## config.mk

```make
export PLATFORM = sky130hd
export DESIGN_NAME = mips_multicycle_ctrl_flat
export DESIGN_NICKNAME = d
export VERILOG_FILES = /design/src/rtl/mips_multicycle_ctrl_pkg.sv /design/src/rtl/mips_multicycle_ctrl_if.sv /design/src/rtl/mips_multicycle_ctrl_alu_decoder.sv /design/src/rtl/mips_multicycle_ctrl.sv /design/src/flat_wrapper.sv
export SDC_FILE = /design/constraint.sdc
export NUM_CORES = 1
export LEC_CHECK = 0
export BUFFER_PORTS_ARGS = -buffer_cell sky130_fd_sc_hd__buf_2
export CORE_MARGIN = 2
export CORE_UTILIZATION = 45
export CTS_CLUSTER_DIAMETER = 100
export CTS_CLUSTER_SIZE = 20
export DETAILED_ROUTE_END_ITERATION = 6
export PLACE_DENSITY = 0.81
export SYNTH_ARGS = -nofsm -noshare
export SYNTH_HDL_FRONTEND = slang
export SYNTH_SLANG_ARGS = --single-unit
export TNS_END_PERCENT = 100
```

## constraint.sdc

```tcl
create_clock -name clk -period 4 [get_ports clk]
set_input_delay 0.4 -clock clk [delete_from_list [all_inputs] [get_ports clk]]
set_output_delay 0.4 -clock clk [all_outputs]
set_load 0.005 [all_outputs]
```

## src/rtl/mips_multicycle_ctrl_pkg.sv

```systemverilog
// Shared constants for the multicycle MIPS control unit: opcodes, funct codes,
// ALU operation codes (also used by the ALU), mux select encodings, the state
// encoding and the bundled control word driven by the output decode.
package mips_multicycle_ctrl_pkg;

    localparam int STATE_W = 4;

    // Instruction opcodes, instr[31:26]
    localparam logic [5:0] OP_RTYPE = 6'b000000;
    localparam logic [5:0] OP_LW    = 6'b100011;
    localparam logic [5:0] OP_SW    = 6'b101011;
    localparam logic [5:0] OP_BEQ   = 6'b000100;
    localparam logic [5:0] OP_ADDI  = 6'b001000;
    localparam logic [5:0] OP_J     = 6'b000010;

    // R-type funct codes, instr[5:0]
    localparam logic [5:0] FN_ADD = 6'b100000;
    localparam logic [5:0] FN_SUB = 6'b100010;
    localparam logic [5:0] FN_AND = 6'b100100;
    localparam logic [5:0] FN_OR  = 6'b100101;
    localparam logic [5:0] FN_SLT = 6'b101010;

    // ALU operation codes
    localparam logic [2:0] ALU_ADD = 3'b010;
    localparam logic [2:0] ALU_SUB = 3'b110;
    localparam logic [2:0] ALU_AND = 3'b000;
    localparam logic [2:0] ALU_OR  = 3'b001;
    localparam logic [2:0] ALU_SLT = 3'b111;

    // ALU operand B select
    localparam logic [1:0] SRC_B_REGB    = 2'b00;
    localparam logic [1:0] SRC_B_FOUR    = 2'b01;
    localparam logic [1:0] SRC_B_IMM     = 2'b10;
    localparam logic [1:0] SRC_B_IMM_SH2 = 2'b11;

    // PC source select
    localparam logic [1:0] PC_SRC_ALU    = 2'b00;
    localparam logic [1:0] PC_SRC_ALUOUT = 2'b01;
    localparam logic [1:0] PC_SRC_JUMP   = 2'b10;

    // Coarse ALU request from the FSM; the decoder refines FUNCT via funct
    typedef enum logic [1:0] {
        ALUOP_ADD   = 2'b00,
        ALUOP_SUB   = 2'b01,
        ALUOP_FUNCT = 2'b10
    } alu_op_e;

    // Twelve states; encodings 12..15 are unused and recover to FETCH
    typedef enum logic [STATE_W-1:0] {
        FETCH    = 4'd0,
        DECODE   = 4'd1,
        MEMADR   = 4'd2,
        MEMREAD  = 4'd3,
        MEMWB    = 4'd4,
        MEMWRITE = 4'd5,
        EXECUTE  = 4'd6,
        ALUWB    = 4'd7,
        BRANCH   = 4'd8,
        ADDIEXEC = 4'd9,
        ADDIWB   = 4'd10,
        JUMP     = 4'd11
    } state_e;

    // Everything the output decode produces except alu_control
    typedef struct packed {
        logic       alu_src_a;
        logic [1:0] alu_src_b;
        logic [1:0] pc_src;
        logic       pc_en;
        logic       ior_d;
        logic       ir_write;
        logic       mem_write;
        logic       reg_write;
        logic       reg_dst;
        logic       mem_to_reg;
        logic       illegal_op;
    } ctrl_t;

    // True for the six opcodes the datapath implements
    function automatic logic is_legal_opcode(input logic [5:0] op);
        case (op)
            OP_RTYPE, OP_LW, OP_SW, OP_BEQ, OP_ADDI, OP_J: return 1'b1;
            default:                                       return 1'b0;
        endcase
    endfunction

endpackage

```

## src/rtl/mips_multicycle_ctrl_if.sv

```systemverilog
// Control bus between the main control unit (master) and the multicycle
// datapath (slave).
//
// Handshake: mem_ready is the only flow-control signal. While the controller
// sits in FETCH, MEMREAD or MEMWRITE it holds its memory-phase outputs
// (ior_d, mem_write) stable; the access completes on the rising edge where
// mem_ready=1, and the controller advances on that same edge. There is no
// separate request strobe: being in a memory state is the request.
interface mips_multicycle_ctrl_if;

    logic [5:0] opcode;
    logic [5:0] funct;
    logic       zero;
    logic       mem_ready;

    logic [2:0] alu_control;
    logic       alu_src_a;
    logic [1:0] alu_src_b;
    logic [1:0] pc_src;
    logic       pc_en;
    logic       ior_d;
    logic       ir_write;
    logic       mem_write;
    logic       reg_write;
    logic       reg_dst;
    logic       mem_to_reg;
    logic       illegal_op;

    modport master (
        input  opcode, funct, zero, mem_ready,
        output alu_control, alu_src_a, alu_src_b, pc_src, pc_en, ior_d,
               ir_write, mem_write, reg_write, reg_dst, mem_to_reg, illegal_op
    );

    modport slave (
        output opcode, funct, zero, mem_ready,
        input  alu_control, alu_src_a, alu_src_b, pc_src, pc_en, ior_d,
               ir_write, mem_write, reg_write, reg_dst, mem_to_reg, illegal_op
    );

endinterface

```

## src/rtl/mips_multicycle_ctrl_alu_decoder.sv

```systemverilog
// ALU decoder: maps the FSM's coarse alu_op and the instruction funct field
// to the 3-bit ALU operation code. funct_legal flags whether funct names a
// supported R-type operation; it is only meaningful when alu_op is FUNCT.
module mips_multicycle_ctrl_alu_decoder
    import mips_multicycle_ctrl_pkg::*;
(
    input  alu_op_e    alu_op,
    input  logic [5:0] funct,
    output logic [2:0] alu_control,
    output logic       funct_legal
);

    // Unsupported funct falls back to add so the ALU input is never undefined
    always_comb begin
        alu_control = ALU_ADD;
        funct_legal = 1'b0;
        case (alu_op)
            ALUOP_SUB: alu_control = ALU_SUB;
            ALUOP_FUNCT: begin
                funct_legal = 1'b1;
                case (funct)
                    FN_ADD:  alu_control = ALU_ADD;
                    FN_SUB:  alu_control = ALU_SUB;
                    FN_AND:  alu_control = ALU_AND;
                    FN_OR:   alu_control = ALU_OR;
                    FN_SLT:  alu_control = ALU_SLT;
                    default: begin
                        alu_control = ALU_ADD;
                        funct_legal = 1'b0;
                    end
                endcase
            end
            default: alu_control = ALU_ADD;
        endcase
    end

endmodule

```

## src/rtl/mips_multicycle_ctrl.sv

```systemverilog
// Main control unit of the multicycle MIPS datapath. A twelve-state FSM
// walks each instruction through fetch, decode, execute, memory and
// writeback. Outputs are decoded from the current state; the only
// input-dependent outputs are pc_en/ir_write (gated by mem_ready in FETCH,
// by zero in BRANCH) and illegal_op (opcode in DECODE, funct in EXECUTE).
module mips_multicycle_ctrl
    import mips_multicycle_ctrl_pkg::*;
(
    input  logic                  clk,
    input  logic                  reset,
    mips_multicycle_ctrl_if.master bus,
    output logic [STATE_W-1:0]    state
);

    state_e  state_q;
    state_e  state_d;
    ctrl_t   ctrl;
    alu_op_e alu_op;
    logic    funct_legal;

    mips_multicycle_ctrl_alu_decoder u_alu_decoder (
        .alu_op      (alu_op),
        .funct       (bus.funct),
        .alu_control (bus.alu_control),
        .funct_legal (funct_legal)
    );

    // State register; reset abandons any instruction in flight
    always_ff @(posedge clk) begin
        if (reset) begin
            state_q <= FETCH;
        end else begin
            state_q <= state_d;
        end
    end

    // Next-state: memory states wait on mem_ready, DECODE dispatches on opcode
    always_comb begin
        state_d = state_q;
        case (state_q)
            FETCH:    state_d = bus.mem_ready ? DECODE : FETCH;
            DECODE: begin
                case (bus.opcode)
                    OP_LW, OP_SW: state_d = MEMADR;
                    OP_RTYPE:     state_d = EXECUTE;
                    OP_BEQ:       state_d = BRANCH;
                    OP_ADDI:      state_d = ADDIEXEC;
                    OP_J:         state_d = JUMP;
                    default:      state_d = FETCH;
                endcase
            end
            MEMADR: begin
                if (bus.opcode == OP_LW) begin
                    state_d = MEMREAD;
                end else if (bus.opcode == OP_SW) begin
                    state_d = MEMWRITE;
                end else begin
                    state_d = FETCH;
                end
            end
            MEMREAD:  state_d = bus.mem_ready ? MEMWB : MEMREAD;
            MEMWB:    state_d = FETCH;
            MEMWRITE: state_d = bus.mem_ready ? FETCH : MEMWRITE;
            EXECUTE:  state_d = funct_legal ? ALUWB : FETCH;
            ALUWB:    state_d = FETCH;
            BRANCH:   state_d = FETCH;
            ADDIEXEC: state_d = ADDIWB;
            ADDIWB:   state_d = FETCH;
            JUMP:     state_d = FETCH;
            default:  state_d = FETCH;
        endcase
    end

    // Output decode: every field starts at 0 and the ALU at add
    always_comb begin
        ctrl   = '0;
        alu_op = ALUOP_ADD;
        case (state_q)
            FETCH: begin
                ctrl.alu_src_b = SRC_B_FOUR;
                ctrl.pc_src    = PC_SRC_ALU;
                ctrl.ir_write  = bus.mem_ready;
                ctrl.pc_en     = bus.mem_ready;
            end
            DECODE: begin
                // Branch target PC+4+(imm<<2) is computed here speculatively
                ctrl.alu_src_b  = SRC_B_IMM_SH2;
                ctrl.illegal_op = ~is_legal_opcode(bus.opcode);
            end
            MEMADR: begin
                ctrl.alu_src_a = 1'b1;
                ctrl.alu_src_b = SRC_B_IMM;
            end
            MEMREAD: begin
                ctrl.ior_d = 1'b1;
            end
            MEMWB: begin
                ctrl.mem_to_reg = 1'b1;
                ctrl.reg_write  = 1'b1;
            end
            MEMWRITE: begin
                ctrl.ior_d     = 1'b1;
                ctrl.mem_write = 1'b1;
            end
            EXECUTE: begin
                ctrl.alu_src_a  = 1'b1;
                ctrl.alu_src_b  = SRC_B_REGB;
                alu_op          = ALUOP_FUNCT;
                ctrl.illegal_op = ~funct_legal;
            end
            ALUWB: begin
                ctrl.reg_dst   = 1'b1;
                ctrl.reg_write = 1'b1;
            end
            BRANCH: begin
                ctrl.alu_src_a = 1'b1;
                ctrl.alu_src_b = SRC_B_REGB;
                alu_op         = ALUOP_SUB;
                ctrl.pc_src    = PC_SRC_ALUOUT;
                ctrl.pc_en     = bus.zero;
            end
            ADDIEXEC: begin
                ctrl.alu_src_a = 1'b1;
                ctrl.alu_src_b = SRC_B_IMM;
            end
            ADDIWB: begin
                ctrl.reg_write = 1'b1;
            end
            JUMP: begin
                ctrl.pc_src = PC_SRC_JUMP;
                ctrl.pc_en  = 1'b1;
            end
            default: begin
                ctrl.illegal_op = 1'b1;
            end
        endcase
    end

    assign bus.alu_src_a  = ctrl.alu_src_a;
    assign bus.alu_src_b  = ctrl.alu_src_b;
    assign bus.pc_src     = ctrl.pc_src;
    assign bus.pc_en      = ctrl.pc_en;
    assign bus.ior_d      = ctrl.ior_d;
    assign bus.ir_write   = ctrl.ir_write;
    assign bus.mem_write  = ctrl.mem_write;
    assign bus.reg_write  = ctrl.reg_write;
    assign bus.reg_dst    = ctrl.reg_dst;
    assign bus.mem_to_reg = ctrl.mem_to_reg;
    assign bus.illegal_op = ctrl.illegal_op;
    assign state          = state_q;

endmodule
```

## src/flat_wrapper.sv

```systemverilog
// flat-port wrapper written by rule: the top's interface ports become plain ports
module mips_multicycle_ctrl_flat import mips_multicycle_ctrl_pkg::*;
  (clk, reset, state, bus_opcode, bus_funct, bus_zero, bus_mem_ready, bus_alu_control, bus_alu_src_a, bus_alu_src_b, bus_pc_src, bus_pc_en, bus_ior_d, bus_ir_write, bus_mem_write, bus_reg_write, bus_reg_dst, bus_mem_to_reg, bus_illegal_op);
  mips_multicycle_ctrl_if bus_i ();
  input  logic clk;
  input  logic reset;
  output logic [STATE_W-1:0] state;
  input wire logic [$bits(bus_i.opcode)-1:0] bus_opcode;
  input wire logic [$bits(bus_i.funct)-1:0] bus_funct;
  input wire logic [$bits(bus_i.zero)-1:0] bus_zero;
  input wire logic [$bits(bus_i.mem_ready)-1:0] bus_mem_ready;
  output wire logic [$bits(bus_i.alu_control)-1:0] bus_alu_control;
  output wire logic [$bits(bus_i.alu_src_a)-1:0] bus_alu_src_a;
  output wire logic [$bits(bus_i.alu_src_b)-1:0] bus_alu_src_b;
  output wire logic [$bits(bus_i.pc_src)-1:0] bus_pc_src;
  output wire logic [$bits(bus_i.pc_en)-1:0] bus_pc_en;
  output wire logic [$bits(bus_i.ior_d)-1:0] bus_ior_d;
  output wire logic [$bits(bus_i.ir_write)-1:0] bus_ir_write;
  output wire logic [$bits(bus_i.mem_write)-1:0] bus_mem_write;
  output wire logic [$bits(bus_i.reg_write)-1:0] bus_reg_write;
  output wire logic [$bits(bus_i.reg_dst)-1:0] bus_reg_dst;
  output wire logic [$bits(bus_i.mem_to_reg)-1:0] bus_mem_to_reg;
  output wire logic [$bits(bus_i.illegal_op)-1:0] bus_illegal_op;
  assign bus_i.opcode = bus_opcode;
  assign bus_i.funct = bus_funct;
  assign bus_i.zero = bus_zero;
  assign bus_i.mem_ready = bus_mem_ready;
  assign bus_alu_control = bus_i.alu_control;
  assign bus_alu_src_a = bus_i.alu_src_a;
  assign bus_alu_src_b = bus_i.alu_src_b;
  assign bus_pc_src = bus_i.pc_src;
  assign bus_pc_en = bus_i.pc_en;
  assign bus_ior_d = bus_i.ior_d;
  assign bus_ir_write = bus_i.ir_write;
  assign bus_mem_write = bus_i.mem_write;
  assign bus_reg_write = bus_i.reg_write;
  assign bus_reg_dst = bus_i.reg_dst;
  assign bus_mem_to_reg = bus_i.mem_to_reg;
  assign bus_illegal_op = bus_i.illegal_op;
  mips_multicycle_ctrl u_core (.clk(clk), .reset(reset), .bus(bus_i), .state(state));
endmodule
```

==> flow_metrics.tcl <==
set metrics [dict create \
    start_util_pct 49.34 \
    synth.yosys.seq_area_share_pct 12.17 \
    synth_top_area_cell "dfxtp_1" \
    boundaryPins 36 \
    die_w_microns 42.24 \
    dieArea_sq_um 1784 \
    largest_reg_flops 4 \
    critPathMaxFanout 20 \
    p_per_area_nw_per_um2 159.0 \
    cts_tree "yes" \
    clkSlewWorstSetupHoldPaths_ns 0.04 \
    cts.path.max_buffers 2 \
    synthFlopType "dfxtp_1" \
    drt-pass1-iter-count 3 \
    rsz0062_at_grt "false" \
    rrSetupSlack_ns 1.80 \
    gp_congestion 0.7957 \
    slew_viol_final 0 \
    cts_sinks 4 \
    post_cts_buffers 0 \
    antenna_found_initial 0 \
    synth.area.top_cells "dfxtp_1 12%, nor2_1 7.4%, nand2b_1 4.8%" \
    grt_pass1_vias 659 \
    cts_hold_buffers 0 \
    port_buffers 35 \
    fin_skew_ns 0.007019 \
    critPathCapture "bus_illegal_op" \
    grt_pass1_wl_microns 2842 \
    fin_crit_ns 2.902 \
    area_delta_synth_final_pct 28.33 \
    syn_nets 113 \
    drv_cap 0 \
    hpwl_microns 1284 \
    synthesis.area_sq_um 658.1 \
    route.detailed.drc 0 \
    mostFrequentLayoutCells "35 x buf_2, 13 x nor2_1, 6 x a21oi_1, 6 x nand2_1, 6 x nor3_1" \
    vias_per_cell 5.570 \
    arrival_ns 2.50 \
    synth-edff-count 0 \
    grt_start_max_net_pins 23 \
    final_nets 147 \
    fmax_mhz 344.6 \
    ant_nets 0 \
    timing.rr.start "u_core.state[2]" \
    worstSkewPairLatency_ns 0.25 \
    n_antenna_cell 0 \
    r2r_cells 9 \
    ir_worst_vdd_mv 0.08698 \
    cts_resized 0 \
    overflow 0 \
    rows 13 \
    cts_buffers 3 \
    yosys_warnings 0 \
    wl_per_cell_microns 12.19 \
    crit_type "reg -> out" \
    power_uw 134.3 \
    worstMarginPinSlew_ns 0.6297 \
    core_sq_um 1334 \
    yosysUniqueCellTypes 36 \
    hold_viol_final 0 \
    mostFrequentLayoutCell "buf_2" \
    hold_class "in -> reg" \
    cts_max_level 1 \
    drt-total-wl_microns 1731 \
    required_ns 3.60 \
    track_usage_pct 19.81 \
    min_period_over_period_pct 72.54 \
    synth_seq_cells 4 \
    relSlewSlack_pct 57.97 \
    r2r_end "u_core.state[0]" \
    finalSetupViolations 0 \
    clockRootBuffer "clkbuf_4" \
    cp-end-kind "primary output" \
    die_y_microns 42.24 \
    syn_avg_cell_area_sq_um 6.928 \
    final_core_util_pct 63.32 \
    async_flop_share_pct 0 \
    tns_ns 0 \
    critPathLaunch "u_core.state[2]" \
    drive_gt1_share_pct 36.22 \
    run_status "finished clean" \
    dr_total_vias 791 \
    syn-instance-count 95 \
    drt_iter0_markers 17 \
    critPathLaunchType "flip-flop" \
    power.leakage_uw 0.0003544 \
    synth_top_area_share_pct 12.17 \
]
==> cell usage after synthesis (2+ instances only) <==
cell	count
mux2_2	2
nor3_1	6
nor4_1	4
buf_1	2
xnor2_1	2
buf_2	3
or4b_1	2
a21oi_1	6
inv_1	4
nand3b_1	4
a211oi_1	2
nor2_1	13
o21ai_0	3
a31oi_1	2
a311oi_1	2
nor3b_1	3
nand2b_1	5
ha_1	2
nand2_1	6
dfxtp_1	4
a211o_1	3
==> worst max-delay path, stage by stage, from the launching register on <==
cell and delay (ns):
dfxtp_1 0.71, inv_1 0.16, nand2_1 0.15, nor3_1 0.10, inv_1 0.10, ha_1 0.17
nand3b_1 0.14, nor3_1 0.27, nor2_1 0.06, a211o_1 0.26, buf_2 0.13
==> routing by layer <==
metal,GRT usage (%),part of all wire (%),vias up
met5,0,0,-
met4,7.500,1.4,0
met3,2.586,4.3,3
met2,32.62,45,21
met1,25.96,50,345
li1,-,-,422
==> area by class of cell <==
| class | instances | area, sq um |
|---|---|---|
| inverters | 4 | 15.01 |
| repair buffers | 35 | 175.2 |
| flip-flops and latches | 4 | 80.08 |
| fillers | 142 | 489.2 |
| clock buffers | 3 | 22.52 |
| well taps | 15 | 18.77 |
| multi-input cells | 81 | 533.0 |
==> cell families after synthesis <==
| logic type | synth area share, % |
|---|---|
| and+or+nand+nor | 47.34 |
| xor gates and xnor gates | 2.662 |
| muxes | 4.943 |
| buffers and inverters | 6.844 |
| AOI/OAI and AO/OA | 22.24 |
| DFF | 12.17 |
| adders and majority gates | 3.802 |
==> per-stage QoR <==
stage	hold WS (ns)	setup slack, ns	instance area [sq um]	cells
2_1_floorplan	0.4787	1.944	658.1	95
3_3_place_gp	0.5878	1.456	822.0	139
3_5_place_dp	0.5903	1.379	822.0	139
4_1_cts	0.3321	1.119	844.6	142
5_1_grt	0.3382	0.8831	844.6	142
6_report	0.3311	1.098	844.6	142
==> report_power, final <==
part           switching (uW)  internal (uW)  leakage, uW  total (uW)
Clock                    22.1           33.9    0.0000138        56.0
Sequential               3.32           40.8    0.0000325        44.2
Combinational            16.2           17.9     0.000308        34.1
==> how the worst min path moves through the flow <==
stage,start,endpoint,slack [ns],depth (start not counted)
finish,reset,u_core.state[3],0.33,2
global route,reset,u_core.state[3],0.34,2
CTS,reset,u_core.state[3],0.33,2
detailed placement,reset,u_core.state[3],0.59,2
global placement,reset,u_core.state[3],0.59,2
floorplan,reset,u_core.state[3],0.48,1
No activity file was read; power rests on OpenSTA's default activity.
